==> config.mk <==
export PLATFORM = sky130hd
export DESIGN_NAME = id_ex_operand_stage
export DESIGN_NICKNAME = d
export VERILOG_FILES = /design/src/rtl/id_ex_operand_stage.sv
export SDC_FILE = /design/constraint.sdc
export NUM_CORES = 1
export LEC_CHECK = 0
export ABC_CLOCK_PERIOD_IN_PS = 4000
export CAP_MARGIN = 20
export CORE_ASPECT_RATIO = 0.6
export CORE_UTILIZATION = 51
export CTS_CLUSTER_DIAMETER = 40
export DETAILED_ROUTE_END_ITERATION = 10
export GPL_TIMING_DRIVEN = 0
export PLACE_DENSITY = 0.85
export SETUP_SLACK_MARGIN = 0.15
export SLEW_MARGIN = 20
export SYNTH_ARGS = -nofsm -noshare
export SYNTH_HDL_FRONTEND = slang
export SYNTH_SLANG_ARGS = --single-unit
==> constraint.sdc <==
create_clock -name clk -period 4 [get_ports clk]
set_input_delay 0.8 -clock clk [delete_from_list [all_inputs] [get_ports clk]]
set_output_delay 0.8 -clock clk [all_outputs]
set_load 0.03 [all_outputs]
==> src/rtl/id_ex_operand_stage.sv <==
// Decode-to-execute operand stage: reads operand A, sign-extends the immediate,
// and buffers the bundle in a 2-entry skid buffer with valid/ready on both sides.
module id_ex_operand_stage #(
  parameter int DATA_W = 16,
  parameter int IMM_W  = 6
) (
  input  logic              clk,
  input  logic              rst_n,
  input  logic              in_valid,
  output logic              in_ready,
  input  logic [15:0]       in_instr,
  output logic [2:0]        rs_addr,
  input  logic [DATA_W-1:0] rs_data,
  input  logic              flush,
  output logic              out_valid,
  input  logic              out_ready,
  output logic [3:0]        out_opcode,
  output logic [2:0]        out_rt,
  output logic [DATA_W-1:0] out_a,
  output logic [DATA_W-1:0] out_imm
);

  localparam logic [1:0] EMPTY = 2'd0;
  localparam logic [1:0] ONE   = 2'd1;
  localparam logic [1:0] TWO   = 2'd2;

  logic [1:0]        state;
  logic [1:0]        state_nxt;
  logic              push;
  logic              pop;
  logic              load_main_in;
  logic              load_main_skid;
  logic              load_skid;
  logic [DATA_W-1:0] in_imm;

  logic [3:0]        skid_opcode;
  logic [2:0]        skid_rt;
  logic [DATA_W-1:0] skid_a;
  logic [DATA_W-1:0] skid_imm;

  assign rs_addr   = in_instr[11:9];
  assign in_imm    = {{(DATA_W-IMM_W){in_instr[IMM_W-1]}}, in_instr[IMM_W-1:0]};
  assign out_valid = (state != EMPTY);
  assign push      = in_valid & in_ready;
  assign pop       = out_valid & out_ready;

  // Flush wins over everything; otherwise the main register always holds the head entry.
  always_comb begin
    state_nxt      = state;
    load_main_in   = 1'b0;
    load_main_skid = 1'b0;
    load_skid      = 1'b0;
    if (flush) begin
      state_nxt = EMPTY;
    end else begin
      case (state)
        EMPTY: begin
          if (push) begin
            state_nxt    = ONE;
            load_main_in = 1'b1;
          end
        end
        ONE: begin
          if (push && pop) begin
            load_main_in = 1'b1;
          end else if (push) begin
            state_nxt = TWO;
            load_skid = 1'b1;
          end else if (pop) begin
            state_nxt = EMPTY;
          end
        end
        TWO: begin
          if (pop) begin
            state_nxt      = ONE;
            load_main_skid = 1'b1;
          end
        end
        default: state_nxt = EMPTY;
      endcase
    end
  end

  always_ff @(posedge clk or negedge rst_n) begin
    if (!rst_n) begin
      state    <= EMPTY;
      in_ready <= 1'b1;
    end else begin
      state    <= state_nxt;
      in_ready <= (state_nxt != TWO);
    end
  end

  always_ff @(posedge clk or negedge rst_n) begin
    if (!rst_n) begin
      out_opcode <= '0;
      out_rt     <= '0;
      out_a      <= '0;
      out_imm    <= '0;
    end else if (load_main_in) begin
      out_opcode <= in_instr[15:12];
      out_rt     <= in_instr[8:6];
      out_a      <= rs_data;
      out_imm    <= in_imm;
    end else if (load_main_skid) begin
      out_opcode <= skid_opcode;
      out_rt     <= skid_rt;
      out_a      <= skid_a;
      out_imm    <= skid_imm;
    end
  end

  always_ff @(posedge clk or negedge rst_n) begin
    if (!rst_n) begin
      skid_opcode <= '0;
      skid_rt     <= '0;
      skid_a      <= '0;
      skid_imm    <= '0;
    end else if (load_skid) begin
      skid_opcode <= in_instr[15:12];
      skid_rt     <= in_instr[8:6];
      skid_a      <= rs_data;
      skid_imm    <= in_imm;
    end
  end

endmodule

=== Word level (Yosys, flattened, before mapping) ===
Cells that the tools add are included.
W data, S select, Z words.

* Output and inout bits: 44
* Register bits after elaboration: 71

* Bitwise logic cells: 2
* Equal/unequal tests: 3
* Reduce and logical (&&, ||, !) cells: 4
* Mux-type cells: 25

{| class="wikitable"
|+ Operators by type and width
! operator !! number
|-
| $mux W16 || 4
|-
| $mux W2 || 6
|-
| $mux W1 || 9
|-
| $mux W4 || 2
|-
| $mux W3 || 2
|-
| $pmux W2 S3 || 1
|-
| $reduce_bool A2 Y1 || 2
|-
| $and A1 B1 Y1 || 2
|-
| $eq A2 B1 Y1 const B || 1
|-
| $eq A2 B2 Y1 const B || 1
|-
| $logic_not A2 Y1 || 1
|-
| $ne A2 B2 Y1 const B || 1
|-
| $pmux W1 S2 || 1
|-
| $logic_and A1 B1 Y1 || 1
|}

=== Logic depth before layout (Yosys ltp) ===
Gate-level depths: netlist of the first run.

* Word-level depth: 8
* Gate-level depth with buffers: 7

=== Worst setup path after synthesis of the first run ===
No wires, ideal clock.

* Path type: input-to-reg
* From: in in_valid
* To: reg out_a[0]
* Setup slack: 2187 ps
* Path buffers: 3
* Cell stages on the path: 7
* Data required time: 3876 ps
* Arrival time: 1689 ps
* Cells stage by stage: and2_0 buf_2 and3_1 buf_6 buf_6 a22oi_1 nand2_1

* Longest elaborated chain between the ends: 6
* Elaborated cells on any way between the ends: 8
* Classes of those cells: 5 x mux; 1 x bitwise; 2 x reduce/logical

{| class="wikitable"
|+ Ends and longest elaborated chain
! item !! RTL line !! RTL
|-
| start: declaration || 9 || <nowiki>input logic in_valid,</nowiki>
|-
| $and A1 B1 Y1 * || 44 || <nowiki>assign push = in_valid & in_ready;</nowiki>
|-
| $logic_and A1 B1 Y1 || 64 || <nowiki>if (push && pop) begin</nowiki>
|-
| $mux W1 || 64 ||
|-
| $pmux W1 S2 * || 56 || <nowiki>case (state)</nowiki>
|-
| $mux W1 * || 53 || <nowiki>if (flush) begin</nowiki>
|-
| $mux W16 / $reduce_bool A2 Y1 (equally long branches) || n/a ||
|-
| end signal: assignment || 103 || <nowiki>out_a <= rs_data;</nowiki>
|-
| end signal: assignment || 108 || <nowiki>out_a <= skid_a;</nowiki>
|-
| end: declaration || 19 || <nowiki>output logic [DATA_W-1:0] out_a,</nowiki>
|}

Mark *: on every way between the ends. The rest lies on a longest branch, timed or not.
A chain may end at the register's enable or synchronous reset.

==> results.yml, run 1 <==
worst_setup_path:
  cp.required_ns: 3.20
  cp-start-kind: "flop"
  crit_path_end_kind: "output port"
  ff2ff_setup_slack_ns: 2.43
  crit_fanout: 12
  worst-setup-path-type: "reg2out"
  arrival_ns: 1.72
place:
  postPlaceCellArea_um2: 3647
  dp_slack_ns: 1.610
  port_buffers: 77
  dp_hpwl_um: 4200
  gp_congestion: 0.7291
clock_tree:
  root_buffer: "clkbuf_8"
  cts_setup_buffers: 0
  cts.sink_count: 61
  clk-insertion-delay-late_ns: 0.34
  cts_resized: 0
  ctsLongestPathBuffers: 2
  clkTransAtPathRegs_ns: 0.07
  cts_made_buffers: 9
  hold_buffers: 0
  htree_levels: 3
  cts_tree: "yes"
timing:
  fin_worst_skew_ns: 0.006717
  finalWorstSetupSlack_ns: 1.476
  slew_headroom_pct: 69.32
  max_freq_mhz: 396.2
  finalCritPeriodShare_pct: 63.10
  hold_slack_ns: 0.3456
  setup_viol: 0
  hold_viol: 0
  rsz0062_at_grt: "no"
  worstMarginPinSlew_ns: 0.4601
  slew_violations: 0
  post-route-min-period_ns: 2.524
  fin_tns_setup_ns: 0
power_and_ir_drop:
  p_per_area_nw_per_um2: 512.0
  p_total_mw: 1.949
  leakage_nw: 1.849
  ir_drop_uv: 276.3
detailed_routing:
  routed_via_density: 5.122
  antenna_left: 0
  drc: 0
  drt-pass1-iter-count: 4
  finalWirelength_um: 6022
  wire_per_inst_um: 15.93
  dr_total_vias: 1936
  first_iter_violations: 77
hold_path:
  hold_path.class: "in2async"
grt:
  groute.usage.overall_pct: 22.95
  grt_first_pass_wirelength_um: 9942
  grt_antenna_before_repair: 0
  grt_max_degree: 39
  grt_pass1_vias: 1989
  grt_overflow: 0
outcome:
  outcome: "finished clean"
cells_and_area:
  nets: 345
  syn_to_final_growth_pct: 37.09
  drive_gt1_share_pct: 24.36
  fin_area_um2: 3806
  multi_input_area_um2: 1021
  insertedDiodeCount: 0
  fillers: 372
  seq_area_um2: 1528
logic_synthesis:
  ys_warn_count: 0
  synthArstFlopShare_pct: 100.0
  yosys-top-cells-area: "dfrtp_1 (54%), mux2_4 (16%), nand2_1 (7.6%)"
  synthMostInstantiatedCell: "dfrtp_1"
  synth_top_area_share_pct: 54.08
  synth.distinct_cells: 25
  post_synth_most_frequent_cells: "dfrtp_1 (60), nand2_1 (56), mux2_4 (29), a22oi_1 (27), buf_4 (13)"
  syn_nets: 256
  synth_edf_count: 0
  synth_top_area_cell: "dfrtp_1"
  netlist_area_um2: 2776
  synth_ff_type: "dfrtp_1"
  ys_ff_latch: 61
  avgSynthCellArea_um2: 12.68
  synthCells: 219
  yosysSeqAreaShare_pct: 55.02
floorplanning:
  coreArea_um2: 5155
  die-area_um2: 5753
  fp-row-count: 20
  die_w_um: 97.26
  initial_utilization_pct: 53.86
  io_pins: 81
  die_height_um: 59.15
flow_run:
  maxCapViolCount: 0
per-layer routing:
layer | global-route usage [%] | vias to the layer above | wire [um]
met2 | 34.00 | 73 | 2635
met3 | 7.193 | 7 | 434
met1 | 32.39 | 935 | 2883
met4 | 8.193 | 0 | 68
met5 | 0 | - | 0
li1 | - | 921 | -
placed cells by master (no fill, tap or decap), types with 2 or more instances in the layout:
cell type and n:
buf_4 14, clkinv_2 2, mux2i_1 4, clkbuf_1 4, clkdlybuf4s50_1 76, dfrtp_1 60, a22oi_1 27, o21ai_1 2
clkbuf_8 10, buf_6 10, buf_2 2, nand2_1 56, mux2_4 29
power by group:
part           switching (mW)  total [mW]  leakage (nW)  internal [mW]
Sequential             0.0915       0.854         0.753          0.763
Combinational           0.291       0.628          1.01          0.337
Clock                   0.230       0.467        0.0833          0.237
Total                   0.613        1.95          1.85           1.34
registers in the layout, summed over array words and instances (netlist names):
name / flops
state: 2
in_ready: 1
skid_rt: 3
skid_opcode: 4
skid_imm: 6
out_rt: 3
out_opcode: 4
out_imm: 6
skid_a: 16
out_a: 16
final cells by class:
type,count,area share (%)
plain buffers,26,5.884
well taps,66,2.170
multi-input cells,131,26.82
clock buffers,13,3.912
inverters,1,0.09862
flip-flops and latches,61,40.14
repair buffers,78,20.71
clock inverters,2,0.2630
per-stage QoR:
stage / utilization (%) / cells
6_report: 73.84 / 378
5_1_grt: 73.84 / 378
4_1_cts: 73.84 / 378
3_5_place_dp: 70.75 / 363
3_3_place_gp: 70.41 / 362
2_1_floorplan: - / 219
path summary, 6_finish.rpt:
kind | start | end | depth (start not counted)
max | out_imm[14] | out_imm[8] | 2
min in group clk | out_rt[0] | out_rt[0] | 2
min reg2reg | out_rt[0] | out_rt[0] | 2
max in group asynchronous | rst_n | in_ready | 2
min | rst_n | out_opcode[0] | 1
max reg2reg | in_ready | skid_opcode[2] | 5
kinds of logic after synthesis:
kind of cell           share of synthesized area, %
and+or+nand+nor                               10.64
muxes                                         17.12
DFF                                           55.02
AOI/OAI and AO/OA                             9.013
buffers and inverters                         8.202
critical path, stage by stage (launching register included):
cell	delay, ns
dfrtp_1	0.55
buf_4	0.17
clkdlybuf4s50_1	0.66
No activity file was read; power rests on OpenSTA's default activity.
==> run 2, diff against run 1 <==
--- a/config.mk
+++ b/config.mk
@@ -5,14 +5,14 @@
 export SDC_FILE = /design/constraint.sdc
 export NUM_CORES = 1
 export LEC_CHECK = 0
-export ABC_CLOCK_PERIOD_IN_PS = 4000
+export ABC_CLOCK_PERIOD_IN_PS = 2500
 export CAP_MARGIN = 20
 export CORE_ASPECT_RATIO = 0.6
-export CORE_UTILIZATION = 51
+export CORE_UTILIZATION = 47
 export CTS_CLUSTER_DIAMETER = 40
 export DETAILED_ROUTE_END_ITERATION = 10
 export GPL_TIMING_DRIVEN = 0
-export PLACE_DENSITY = 0.85
+export PLACE_DENSITY = 0.79
 export SETUP_SLACK_MARGIN = 0.15
 export SLEW_MARGIN = 20
 export SYNTH_ARGS = -nofsm -noshare
==> constraint.sdc (replaced) <==
create_clock -name clk -period 2.5 [get_ports clk]
set_input_delay 0.5 -clock clk [delete_from_list [all_inputs] [get_ports clk]]
set_output_delay 0.5 -clock clk [all_outputs]
set_load 0.03 [all_outputs]
==> results.yml, run 2 (synthesized netlist as in run 1, its figures left out) <==
outcome:
  outcome: "finished clean"
floorplanning:
  die_height_um: 61.54
  fp-row-count: 21
  die_w_um: 101.2
  die-area_um2: 6229
  initial_utilization_pct: 49.38
  coreArea_um2: 5623
  io_pins: 81
detailed_routing:
  antenna_left: 0
  routed_via_density: 4.921
  finalWirelength_um: 6155
  wire_per_inst_um: 15.66
  drt-pass1-iter-count: 4
  first_iter_violations: 93
  drc: 0
  dr_total_vias: 1934
worst_setup_path:
  ff2ff_setup_slack_ns: 0.95
  r2r_end: "skid_opcode[0]"
  critPathTopFamily: "buffers and inverters"
  endpoint: "out_imm[12]"
  ff2ff_path_depth: 5
  crit_fanout: 12
  critPathBufInv: 2
  cpPeakStageDelay_ns: 0.67
  path_cells: "buf_4, clkdlybuf4s50_1"
  arrival_ns: 1.72
  crit_path_end_kind: "output port"
  timing.critical_path.from: "out_imm[14]"
  cp.required_ns: 2.00
  crit_cells: 2
  cp-start-kind: "flop"
  crit_slowest_cell: "clkdlybuf4s50_1"
  timing.rr.start: "in_ready"
  worst-setup-path-type: "reg2out"
cells_and_area:
  insertedDiodeCount: 0
  mostFrequentLayoutCell: "clkdlybuf4s50_1"
  top_regs: "out_a: 16 flops, skid_a: 16 flops"
  nets: 345
  utilization_pct: 69.18
  fin_cells: 393
  syn_to_final_growth_pct: 40.11
  drive_gt1_share_pct: 25.24
  fillers: 454
  final_cell_mix: "clkdlybuf4s50_1 (76), dfrtp_1 (60), nand2_1 (56)"
clock_tree:
  hold_buffers: 0
  cts_setup_buffers: 0
  cts.sink_count: 61
  cts_tree: "yes"
  root_buffer: "clkbuf_8"
  ctsLongestPathBuffers: 2
  htree_levels: 3
  clkTransAtPathRegs_ns: 0.07
  clk-insertion-delay-late_ns: 0.34
  cts_resized: 0
  cts_made_buffers: 9
place:
  port_buffers: 77
  dp_slack_ns: 0.3993
  dp_hpwl_um: 4156
  gp_congestion: 0.6912
  post-place-cells: 377
timing:
  max_freq_mhz: 450.1
  fin_tns_setup_ns: 0
  slew_violations: 0
  rsz0062_at_grt: "no"
  slew_headroom_pct: 67.77
  fin_worst_skew_ns: 0.005246
  finalWorstSetupSlack_ns: 0.2784
  setup_viol: 0
  finalCritPeriodShare_pct: 88.86
  worstMarginPinSlew_ns: 0.4834
  hold_viol: 0
  post-route-min-period_ns: 2.222
power_and_ir_drop:
  p_per_area_nw_per_um2: 863.9
  ir_drop_uv: 449.0
  p_total_mw: 3.361
  leakage_nw: 1.883
flow_run:
  maxCapViolCount: 0
grt:
  groute.usage.overall_pct: 21.60
  grt_pass1_vias: 1914
  grt_antenna_before_repair: 0
  grt_first_pass_wirelength_um: 9632
  grt_overflow: 0
  grt_max_degree: 36
hold_path:
  hold_path.class: "in2async"
-- run 2: changes by cell type in the layout (fill, tap and decap cells not counted) --
cell,delta
clkbuf_8,+1
clkbuf_1,-2
bufinv_16,+2
-- run 2: per-stage QoR --
step	instance area, um2	hold slack, ns
after floorplan	2776	0.2044
after global placement	3647	0.4585
final	3890	0.07373
after global routing	3890	0.07662
after detailed placement	3665	0.4395
after CTS	3890	0.06194
-- run 2: layout make-up --
cell class / count / area, um2 / share of cell area [%]
well taps: 80 / 100.1 / 2.573
clock buffers: 12 / 155.1 / 3.988
flip-flops and latches: 61 / 1528 / 39.27
inverters: 1 / 3.754 / 0.09649
multi-input cells: 131 / 1021 / 26.25
repair buffers: 78 / 788.3 / 20.26
clock inverters: 4 / 70.07 / 1.801
plain buffers: 26 / 224.0 / 5.757
-- run 2: worst min-delay path by stage --
stage | endpoint | slack [ns] | depth (start not counted) | start
finish | out_opcode[0] | 0.07 | 1 | rst_n
floorplan | out_a[0] | 0.20 | 0 | rst_n
global placement | out_a[12] | 0.46 | 2 | out_a[12]
global route | out_opcode[1] | 0.08 | 1 | rst_n
detailed placement | out_opcode[0] | 0.44 | 1 | rst_n
CTS | out_opcode[0] | 0.06 | 1 | rst_n
-- run 2: routing by layer --
metal | global-route usage (%) | vias to the layer above | share of wire, % | wire length [um]
li1 | - | 918 | - | -
met4 | 6.211 | 0 | 0.75 | 46
met2 | 34.21 | 72 | 45 | 2773
met1 | 28.22 | 938 | 48 | 2935
met5 | 0 | - | 0 | 0
met3 | 8.173 | 6 | 6.5 | 399
-- run 2: report_power, final --
group          switching, mW  internal, mW
Sequential             0.142          1.22
Clock                  0.377         0.613
Combinational          0.470         0.539
Total                  0.989          2.37
